## config.mk

```make
export PLATFORM = sky130hd
export DESIGN_NAME = puf_response_voter
export DESIGN_NICKNAME = d
export VERILOG_FILES = /design/src/rtl/puf_pkg.sv /design/src/rtl/puf_bit_voter.sv /design/src/rtl/puf_response_voter.sv
export SDC_FILE = /design/constraint.sdc
export NUM_CORES = 1
export LEC_CHECK = 0
export BUFFER_PORTS_ARGS = -buffer_cell sky130_fd_sc_hd__buf_2
export CAP_MARGIN = 10
export CORE_ASPECT_RATIO = 0.75
export CORE_UTILIZATION = 54
export CTS_BUF_LIST = sky130_fd_sc_hd__clkbuf_8
export CTS_CLUSTER_DIAMETER = 150
export DETAILED_ROUTE_END_ITERATION = 6
export PLACE_DENSITY = 0.78
export REMOVE_ABC_BUFFERS = 1
export SYNTH_ARGS = -nofsm -noshare
export SYNTH_HDL_FRONTEND = slang
export SYNTH_HIERARCHICAL = 1
export SYNTH_SLANG_ARGS = --single-unit
```

## constraint.sdc

```tcl
create_clock -name clk -period 2.1 [get_ports clk]
set_clock_uncertainty 0.05 [all_clocks]
set_input_delay 0.42 -clock clk [delete_from_list [all_inputs] [get_ports clk]]
set_output_delay 0.42 -clock clk [all_outputs]
set_load 0.01 [all_outputs]
```

## src/rtl/puf_pkg.sv

```systemverilog
// Shared types and constants for the ring-oscillator PUF control path.
package puf_pkg;

  typedef enum logic [2:0] {
    IDLE,
    ISSUE,
    WAIT_BUSY,
    WAIT_DONE,
    VOTE,
    OUTPUT
  } voter_state_t;

  localparam int PUF_CHAL_W     = 8;
  localparam int PUF_RO_CHAL_W  = 6;
  localparam int PUF_RESP_W     = 8;
  localparam int PUF_PARITY_BIT = 7;

endpackage

```

## src/rtl/puf_bit_voter.sv

```systemverilog
// Per-bit ones counter for repeated PUF evaluations; yields the majority bit and,
// when PUF_UNSTABLE_MASK_EN is defined, a unanimity flag.
module puf_bit_voter #(
  parameter int NUM_EVAL = 5
) (
  input  logic clk,
  input  logic reset,
  input  logic clear,
  input  logic inc,
`ifdef PUF_UNSTABLE_MASK_EN
  output logic unanimous,
`endif
  output logic majority
);

  localparam int CNT_W = $clog2(NUM_EVAL + 1);
  localparam logic [CNT_W-1:0] HALF = CNT_W'(NUM_EVAL / 2);
  localparam logic [CNT_W-1:0] FULL = CNT_W'(NUM_EVAL);

  logic [CNT_W-1:0] ones;

  // NOTE: sequential state uses non-blocking assignments so every flop samples pre-edge values.
  always_ff @(posedge clk) begin
    if (reset || clear) begin
      ones <= '0;
    end else if (inc) begin
      ones <= ones + 1'b1;
    end
  end

  assign majority = ones > HALF;

`ifdef PUF_UNSTABLE_MASK_EN
  assign unanimous = (ones == '0) || (ones == FULL);
`endif

endmodule

```

## src/rtl/puf_response_voter.sv

```systemverilog
// Drives NUM_EVAL parity-toggled PUF evaluations per challenge and majority-votes the responses
// into a key byte. Optional UNSTABLE output when PUF_UNSTABLE_MASK_EN is defined.
module puf_response_voter
  import puf_pkg::*;
#(
  parameter int NUM_EVAL    = 5,
  parameter int RESP_W      = PUF_RESP_W,
  parameter int TIMEOUT_CYC = 1048576
) (
  input  logic                     clk,
  input  logic                     reset,
  input  logic                     req_valid,
  output logic                     req_ready,
  input  logic [PUF_RO_CHAL_W-1:0] req_challenge,
  output logic [PUF_CHAL_W-1:0]    puf_challenge,
  input  logic [RESP_W-1:0]        puf_response,
  input  logic                     puf_done,
  output logic                     key_valid,
  input  logic                     key_ready,
  output logic [RESP_W-1:0]        key,
`ifdef PUF_UNSTABLE_MASK_EN
  output logic [RESP_W-1:0]        unstable,
`endif
  output logic                     key_err
);

  localparam int EVAL_W = $clog2(NUM_EVAL + 1);
  localparam int TMO_W  = $clog2(TIMEOUT_CYC);
  localparam logic [EVAL_W-1:0] EVAL_LAST = EVAL_W'(NUM_EVAL - 1);
  localparam logic [TMO_W-1:0]  TMO_LAST  = TMO_W'(TIMEOUT_CYC - 1);

  voter_state_t state, state_next;

  logic [PUF_RO_CHAL_W-1:0] chal;
  logic                     parity;
  logic [EVAL_W-1:0]        eval_cnt;
  logic [TMO_W-1:0]         tmo_cnt;
  logic                     accept;
  logic                     waiting;
  logic                     timeout;
  logic                     sample;
  logic [RESP_W-1:0]        majority_vec;
  logic                     resp_bit0_unused;

  assign accept  = req_valid && req_ready;
  assign waiting = (state == WAIT_BUSY) || (state == WAIT_DONE);
  assign timeout = waiting && (tmo_cnt == TMO_LAST);
  assign sample  = (state == WAIT_DONE) && puf_done && !timeout;

  // Bit 0 of the response has no RO pair behind it, so it never votes.
  assign resp_bit0_unused = puf_response[0];
  assign majority_vec[0]  = 1'b0;

`ifdef PUF_UNSTABLE_MASK_EN
  logic [RESP_W-1:0] unanimous_vec;
  assign unanimous_vec[0] = 1'b1;
`endif

  for (genvar i = 1; i < RESP_W; i++) begin : g_bit
    puf_bit_voter #(.NUM_EVAL(NUM_EVAL)) u_voter (
      .clk       (clk),
      .reset     (reset),
      .clear     (accept),
      .inc       (sample && puf_response[i]),
`ifdef PUF_UNSTABLE_MASK_EN
      .unanimous (unanimous_vec[i]),
`endif
      .majority  (majority_vec[i])
    );
  end

  always_ff @(posedge clk) begin
    if (reset) state <= IDLE;
    else       state <= state_next;
  end

  // NOTE: every output of this block gets a default first so no path infers a latch.
  always_comb begin
    state_next = state;
    req_ready  = 1'b0;
    key_valid  = 1'b0;
    case (state)
      IDLE: begin
        req_ready = 1'b1;
        if (req_valid) state_next = ISSUE;
      end
      ISSUE: state_next = WAIT_BUSY;
      WAIT_BUSY: begin
        if (timeout)        state_next = OUTPUT;
        else if (!puf_done) state_next = WAIT_DONE;
      end
      WAIT_DONE: begin
        if (timeout)       state_next = OUTPUT;
        else if (puf_done) state_next = (eval_cnt == EVAL_LAST) ? VOTE : ISSUE;
      end
      VOTE: state_next = OUTPUT;
      OUTPUT: begin
        key_valid = 1'b1;
        if (key_ready) state_next = IDLE;
      end
      default: state_next = IDLE;
    endcase
  end

  always_ff @(posedge clk) begin
    if (reset) begin
      chal     <= '0;
      parity   <= 1'b0;
      eval_cnt <= '0;
      tmo_cnt  <= '0;
      key      <= '0;
      key_err  <= 1'b0;
`ifdef PUF_UNSTABLE_MASK_EN
      unstable <= '0;
`endif
    end else begin
      if (accept) begin
        chal     <= req_challenge;
        eval_cnt <= '0;
      end
      // A parity change on the unrouted challenge bit is what starts each evaluation.
      if (state == ISSUE) begin
        parity  <= ~parity;
        tmo_cnt <= '0;
      end else if (waiting) begin
        tmo_cnt <= tmo_cnt + 1'b1;
      end
      if (sample) eval_cnt <= eval_cnt + 1'b1;
      if (timeout) begin
        key     <= '0;
        key_err <= 1'b1;
`ifdef PUF_UNSTABLE_MASK_EN
        unstable <= '0;
`endif
      end else if (state == VOTE) begin
        key     <= majority_vec;
        key_err <= 1'b0;
`ifdef PUF_UNSTABLE_MASK_EN
        unstable <= ~unanimous_vec;
`endif
      end
    end
  end

  always_comb begin
    puf_challenge                      = '0;
    puf_challenge[PUF_RO_CHAL_W-1:0]   = chal;
    puf_challenge[PUF_PARITY_BIT]      = parity;
  end

endmodule

```

# ---- After elaboration in Yosys (flattened, before gate mapping)
# Cells that the tools add are included.
# W data, S select, Z words.
dict set report word_totals {
  ff_bits 62
  elab_cells 76
}
dict set report op_classes {
  add_sub_neg 9
  n_lt_le_gt_ge 7
  eq_ne 11
  n_mux 14
  bitwise_logic 1
  n_reduce_logical 20
}
# op n
set op_table {}
lappend op_table {{$mux W3} 9}
lappend op_table {{$add A3 B1 Y3 const B} 8}
lappend op_table {{$gt A3 B2 Y1 const B} 7}
lappend op_table {{$add A20 B1 Y20 const B} 1}
lappend op_table {{$eq A20 B20 Y1 const B} 1}
lappend op_table {{$pmux W3 S6} 1}
lappend op_table {{$logic_and A1 B1 Y1} 11}
lappend op_table {{$eq A3 B3 Y1 const B} 3}
lappend op_table {{$eq A3 B2 Y1 const B} 2}
lappend op_table {{$ne A3 B3 Y1 const B} 2}
lappend op_table {{$mux W1} 4}
lappend op_table {{$ne A2 B2 Y1 const B} 2}
lappend op_table {{$reduce_and A4 Y1} 1}
lappend op_table {{$reduce_bool A2 Y1} 2}
lappend op_table {{$reduce_or A2 Y1} 2}
lappend op_table {{$eq A3 B1 Y1 const B} 1}
lappend op_table {{$logic_not A3 Y1} 1}
lappend op_table {{$logic_or A1 B1 Y1} 2}
lappend op_table {{$logic_not A1 Y1} 1}
lappend op_table {{$not A1 Y1} 1}

# ---- Logic depth before layout (Yosys ltp)
dict set report depth {
  ltp_word 6
  depth_mapped 8
}

# ---- Hierarchy
# Netlist, hierarchy kept.
# mod instances cells_per_inst area_each_um2 seq_area_each_um2
set modules_own_cells {}
lappend modules_own_cells {puf_response_voter 1 231 1913.1 820.8}
lappend modules_own_cells {puf_bit_voter 7 15 152.6 60.1}

# ---- Least setup slack after synthesis
# OpenSTA, ideal clock, no wires.
dict set report synth_path {
  path_kind {register to register}
  startpoint {reg state[2]}
  endpoint {reg eval_cnt[1]}
  t_arrival_ps 1862
  setup_slack_ps 118
  path_stages_with_launch 7
  cell_sequence {dfxtp_1 buf_2 nor3_1 nand2_1 clkinv_1 or3_1 a21oi_1}
}
dict set report synth_between {
  elab_cells_between_ends 12
}
# element line_no
set synth_rtl {}
lappend synth_rtl {{from (decl)} puf_response_voter.sv:32} ;# voter_state_t state, state_next;
lappend synth_rtl {{from (signal assigned)} puf_response_voter.sv:74} ;# else state <= state_next;
lappend synth_rtl {{$logic_not A3 Y1} puf_response_voter.sv:82} ;# case (state)
lappend synth_rtl {{$mux W1} puf_response_voter.sv:82}
lappend synth_rtl {{via req_ready} puf_response_voter.sv:13} ;# output logic req_ready,
lappend synth_rtl {{$logic_and A1 B1 Y1} puf_response_voter.sv:45} ;# assign accept = req_valid && req_ready;
lappend synth_rtl {{via accept} puf_response_voter.sv:38} ;# logic accept;
lappend synth_rtl {{$reduce_bool A2 Y1 (no source line)} -}
lappend synth_rtl {{to (signal assigned)} puf_response_voter.sv:128} ;# if (sample) eval_cnt <= eval_cnt + 1'b1;
lappend synth_rtl {{to (decl)} puf_response_voter.sv:36} ;# logic [EVAL_W-1:0] eval_cnt;
# The timed path passes the listed nets, and every way through them passes these cells.
# A chain may end at the register's enable or synchronous reset.

# ---- Worst setup path after layout
dict set report layout_path {
  startpoint {reg tmo_cnt[1]}
  endpoint {reg g_bit[7].u_voter.ones[2]}
}
dict set report layout_between {
  elab_chain_len 5
}
# element line_no
set layout_lines {}
lappend layout_lines {{from (decl)} puf_response_voter.sv:37} ;# logic [TMO_W-1:0] tmo_cnt;
lappend layout_lines {{from (signal assigned)} puf_response_voter.sv:126} ;# tmo_cnt <= tmo_cnt + 1'b1;
lappend layout_lines {{$eq A20 B20 Y1} puf_response_voter.sv:47} ;# assign timeout = waiting && (tmo_cnt == TMO_LAST);
lappend layout_lines {{$logic_and A1 B1 Y1} puf_response_voter.sv:47}
lappend layout_lines {{$logic_not A1 Y1} puf_response_voter.sv:48} ;# assign sample = (state == WAIT_DONE) && puf_done && !timeout;
lappend layout_lines {{$logic_and A1 B1 Y1} puf_response_voter.sv:48}
lappend layout_lines {{$logic_and A1 B1 Y1} puf_response_voter.sv:64} ;# .inc (sample && puf_response[i]),
lappend layout_lines {{to (signal assigned)} puf_bit_voter.sv:27} ;# ones <= ones + 1'b1;
lappend layout_lines {{to (decl)} puf_bit_voter.sv:20} ;# logic [CNT_W-1:0] ones;
# Every way passes these cells.

==> metrics.md <==
| Metric | Value |
|---|---|
| Area post-placement | `3340 µm²` |
| TritonCTS Buffers | `9` |
| Syn avg cell area | `8.87 µm²` |
| Layout area overhead | `21.2%` |
| Die Y | `66.4 µm` |
| EDFF count, synth | `0` |
| Most common cell in the netlist | `dfxtp_1` |
| Worst Tran Pin Value | `550 ps` |
| Tightest Hold Check Type | `in -> reg` |
| Switch Pwr | `0.689 mW` |
| Clk buf depth | `2` |
| Top FF cell, synth | `dfxtp_1` |
| Leak | `1.48 nW` |
| GP Congestion | `0.761` |
| Worst-Skew Late Latency | `340 ps` |
| Antenna-violating nets left | `0` |
| Starting Density | `56.0%` |
| Total global routing overflow | `0` |
| Syn Std Cell Area | `2980 µm²` |
| Initial antenna violation count | `0` |
| Normalized max-slew margin | `62.4%` |
| Register bit total from synthesis | `62` |
| Clock sinks | `62` |
| RSZ-0062 raised after global routing | `true` |
| Reg clk slew, reported paths | `70 ps` |
| Die Area | `5830 µm²` |
| Initial drt markers | `114` |
| # rows | `23` |
| Part of the power in combinational logic | `13.2%` |
| Tcrit/Tclk final | `93.8%` |
| Ant diodes | `0` |
| Boundary pin count | `38` |
| # hold bufs at CTS | `0` |
| Share of the synthesized area in the top cell type | `41.6%` |
| DP HPWL | `4.25 mm` |
| Switch share | `24.5%` |
| Core Box Area | `5320 µm²` |
| # fillers | `438` |
| Crit end category | `flip-flop` |
| Critical path class | `reg -> reg` |
| Share of layout cells above drive strength 1 | `23.5%` |
| F_max | `507 MHz` |
| Max_cap viols | `0` |
| Sequential share of power | `44.2%` |
| CTS tree | `built` |
| H-tree Lvls | `3` |
| Post-CTS Setup Inserts | `0` |
| Status | `completed` |
| WL final | `6.12 mm` |
| All-Layer GR Usage | `23.3%` |
| Final Max Tran Viols | `0` |
| Root Driver | `clkbuf_8` |
| Largest net degree at the start of global routing | `21` |
| Commonest cells post-synth | `dfxtp_1, nand2_1, nor2_1, inv_1, xnor2_1` |
| Post-synthesis sequential area ratio | `41.6%` |
| Yosys top cell by area | `dfxtp_1` |
| Final hold violations | `0` |
| Setup crit start kind | `flip-flop` |
| Setup tns final | `0 ps` |
| WL per Instance | `13.0 µm` |
| Vias in the first global route | `2360` |
| Final setup violation count | `0` |
| Synth warnings | `6` |
| Ys async rst share | `0%` |
| IO Port Bufs | `34` |
| Synth area leaders | `dfxtp_1, ha_1, xnor2_1` |
| Cells after DPL | `454` |
| Post-route cell area | `3610 µm²` |
| Nets | `427` |
| Maximum VDD drop | `753 µV` |
| DR vias | `2427` |
| Reg2reg setup slack | `130 ps` |
| Post-Synthesis Cells | `336` |
| Clk pwr share | `42.6%` |
| Worst slack at placement | `-251 ps` |
| Drc violations | `0` |
| Non-Filler Instances | `471` |
| Final worst slack | `130 ps` |
| Critical Path RT | `2300 ps` |
| Final min period | `1970 ps` |
| Power per cell area | `778 nW/µm²` |
| Worst EP arrival | `2170 ps` |
| Final core area utilization | `67.9%` |
| Unique masters post-synth | `43` |
| Vias/cell | `5.15` |
| P_int | `2.12 mW` |
| CP max FO | `5` |
| First-pass GRT wire length | `10.3 mm` |
| Die width | `87.8 µm` |
| First-pass DRT Iterations | `5` |
## cells by family (layout without fill, tap and decap cells)
logic type                 Yosys count  after routing  synth area share, %
other                                1              2                0.126
muxes                                2              2                0.713
buffers and inverters               36             94                 5.16
adders and majority gates           17             17                 7.13
and+or+nand+nor                    133            133                 23.5
AOI/OAI and AO/OA                   59             60                 14.1
xor gates and xnor gates            26             26                 7.64
DFF                                 62             62                 41.6
## through the flow
| step | power, mW | hold WS (ps) |
|---|---|---|
| after global placement | 1.62 | 388 |
| after CTS | 2.83 | 258 |
| final | 2.81 | 272 |
| after detailed placement | 1.63 | 395 |
| after global routing | 2.94 | 274 |
| after floorplan | 1.47 | 424 |
## routing by layer
metal | wire [µm] | global-route usage [%]
met1 | 2930 | 27.4
met2 | 2840 | 38.7
met3 | 243 | 8.99
met4 | 109 | 7.79
met5 | 0 | 0
## registers in the layout, summed over array words and instances (netlist names)
| register | count |
|---|---|
| tmo_cnt | 20 |
| chal | 6 |
| state | 3 |
| parity | 1 |
| key_err | 1 |
| eval_cnt | 3 |
| key | 7 |
| g_bit.u_voter/ones | 21 |
## final cells by class
type	instances	area (µm²)	area share, %
Timing Repair Buffer	55	328	9.07
Clock buffer	12	165	4.57
Multi-Input combinational cell	240	1630	45.1
Clock inverter	4	68.8	1.90
Sequential cell	62	1240	34.3
Tap cell	75	93.8	2.60
Inverter	23	86.3	2.39
## layout by cell type (no fill, tap or decap), types with 3 or more instances in the layout
master / n
buf_2: 34
and2_1: 8
dfxtp_1: 62
a21bo_2: 7
or3_1: 4
nand3b_1: 7
o21ai_0: 6
nand2_1: 41
nor3_1: 12
nor2b_1: 3
xnor2_1: 21
inv_1: 23
a21oi_1: 18
a2111oi_1: 7
nor2_1: 33
clkbuf_8: 12
xor2_1: 5
a211oi_1: 9
nand4_1: 3
buf_4: 21
ha_1: 17
a21o_1: 7
## worst max-delay path, stage by stage, from the launching register on
cell	delay (ps)
dfxtp_1	330
ha_1	210
nand3b_4	100
nor4_4	360
a21oi_2	180
and2_1	250
a21bo_2	210
a211oi_1	190
## path summary, 6_finish.rpt
kind	start	end	depth (start not counted)
max reg2reg	tmo_cnt[1]$_SDFFE_PP0P_	g_bit[7].u_voter/ones[2]$_SDFFE_PP0P_	7
max	tmo_cnt[1]$_SDFFE_PP0P_	g_bit[7].u_voter/ones[2]$_SDFFE_PP0P_	7
min	req_challenge[2]	chal[2]$_SDFFE_PP0P_	3
min reg2reg	key[2]$_SDFFE_PP0P_	key[2]$_SDFFE_PP0P_	2
## power groups by stage
stage          combinational (mW)  clock [mW]  sequential [mW]
6_report                    0.370        1.20             1.24
5_1_grt                     0.416        1.28             1.25
4_1_cts                     0.368        1.22             1.24
3_5_place_dp                0.365           0             1.27
3_3_place_gp                0.353           0             1.26
2_1_floorplan               0.178           0             1.29
## timing repair
action | 4_1_cts | 5_1_grt
gates cloned | 0 | 1
endpoints found under the setup margin | 16 | 8
resized for setup | 2 | 5
(Power assumes the default switching activity.)
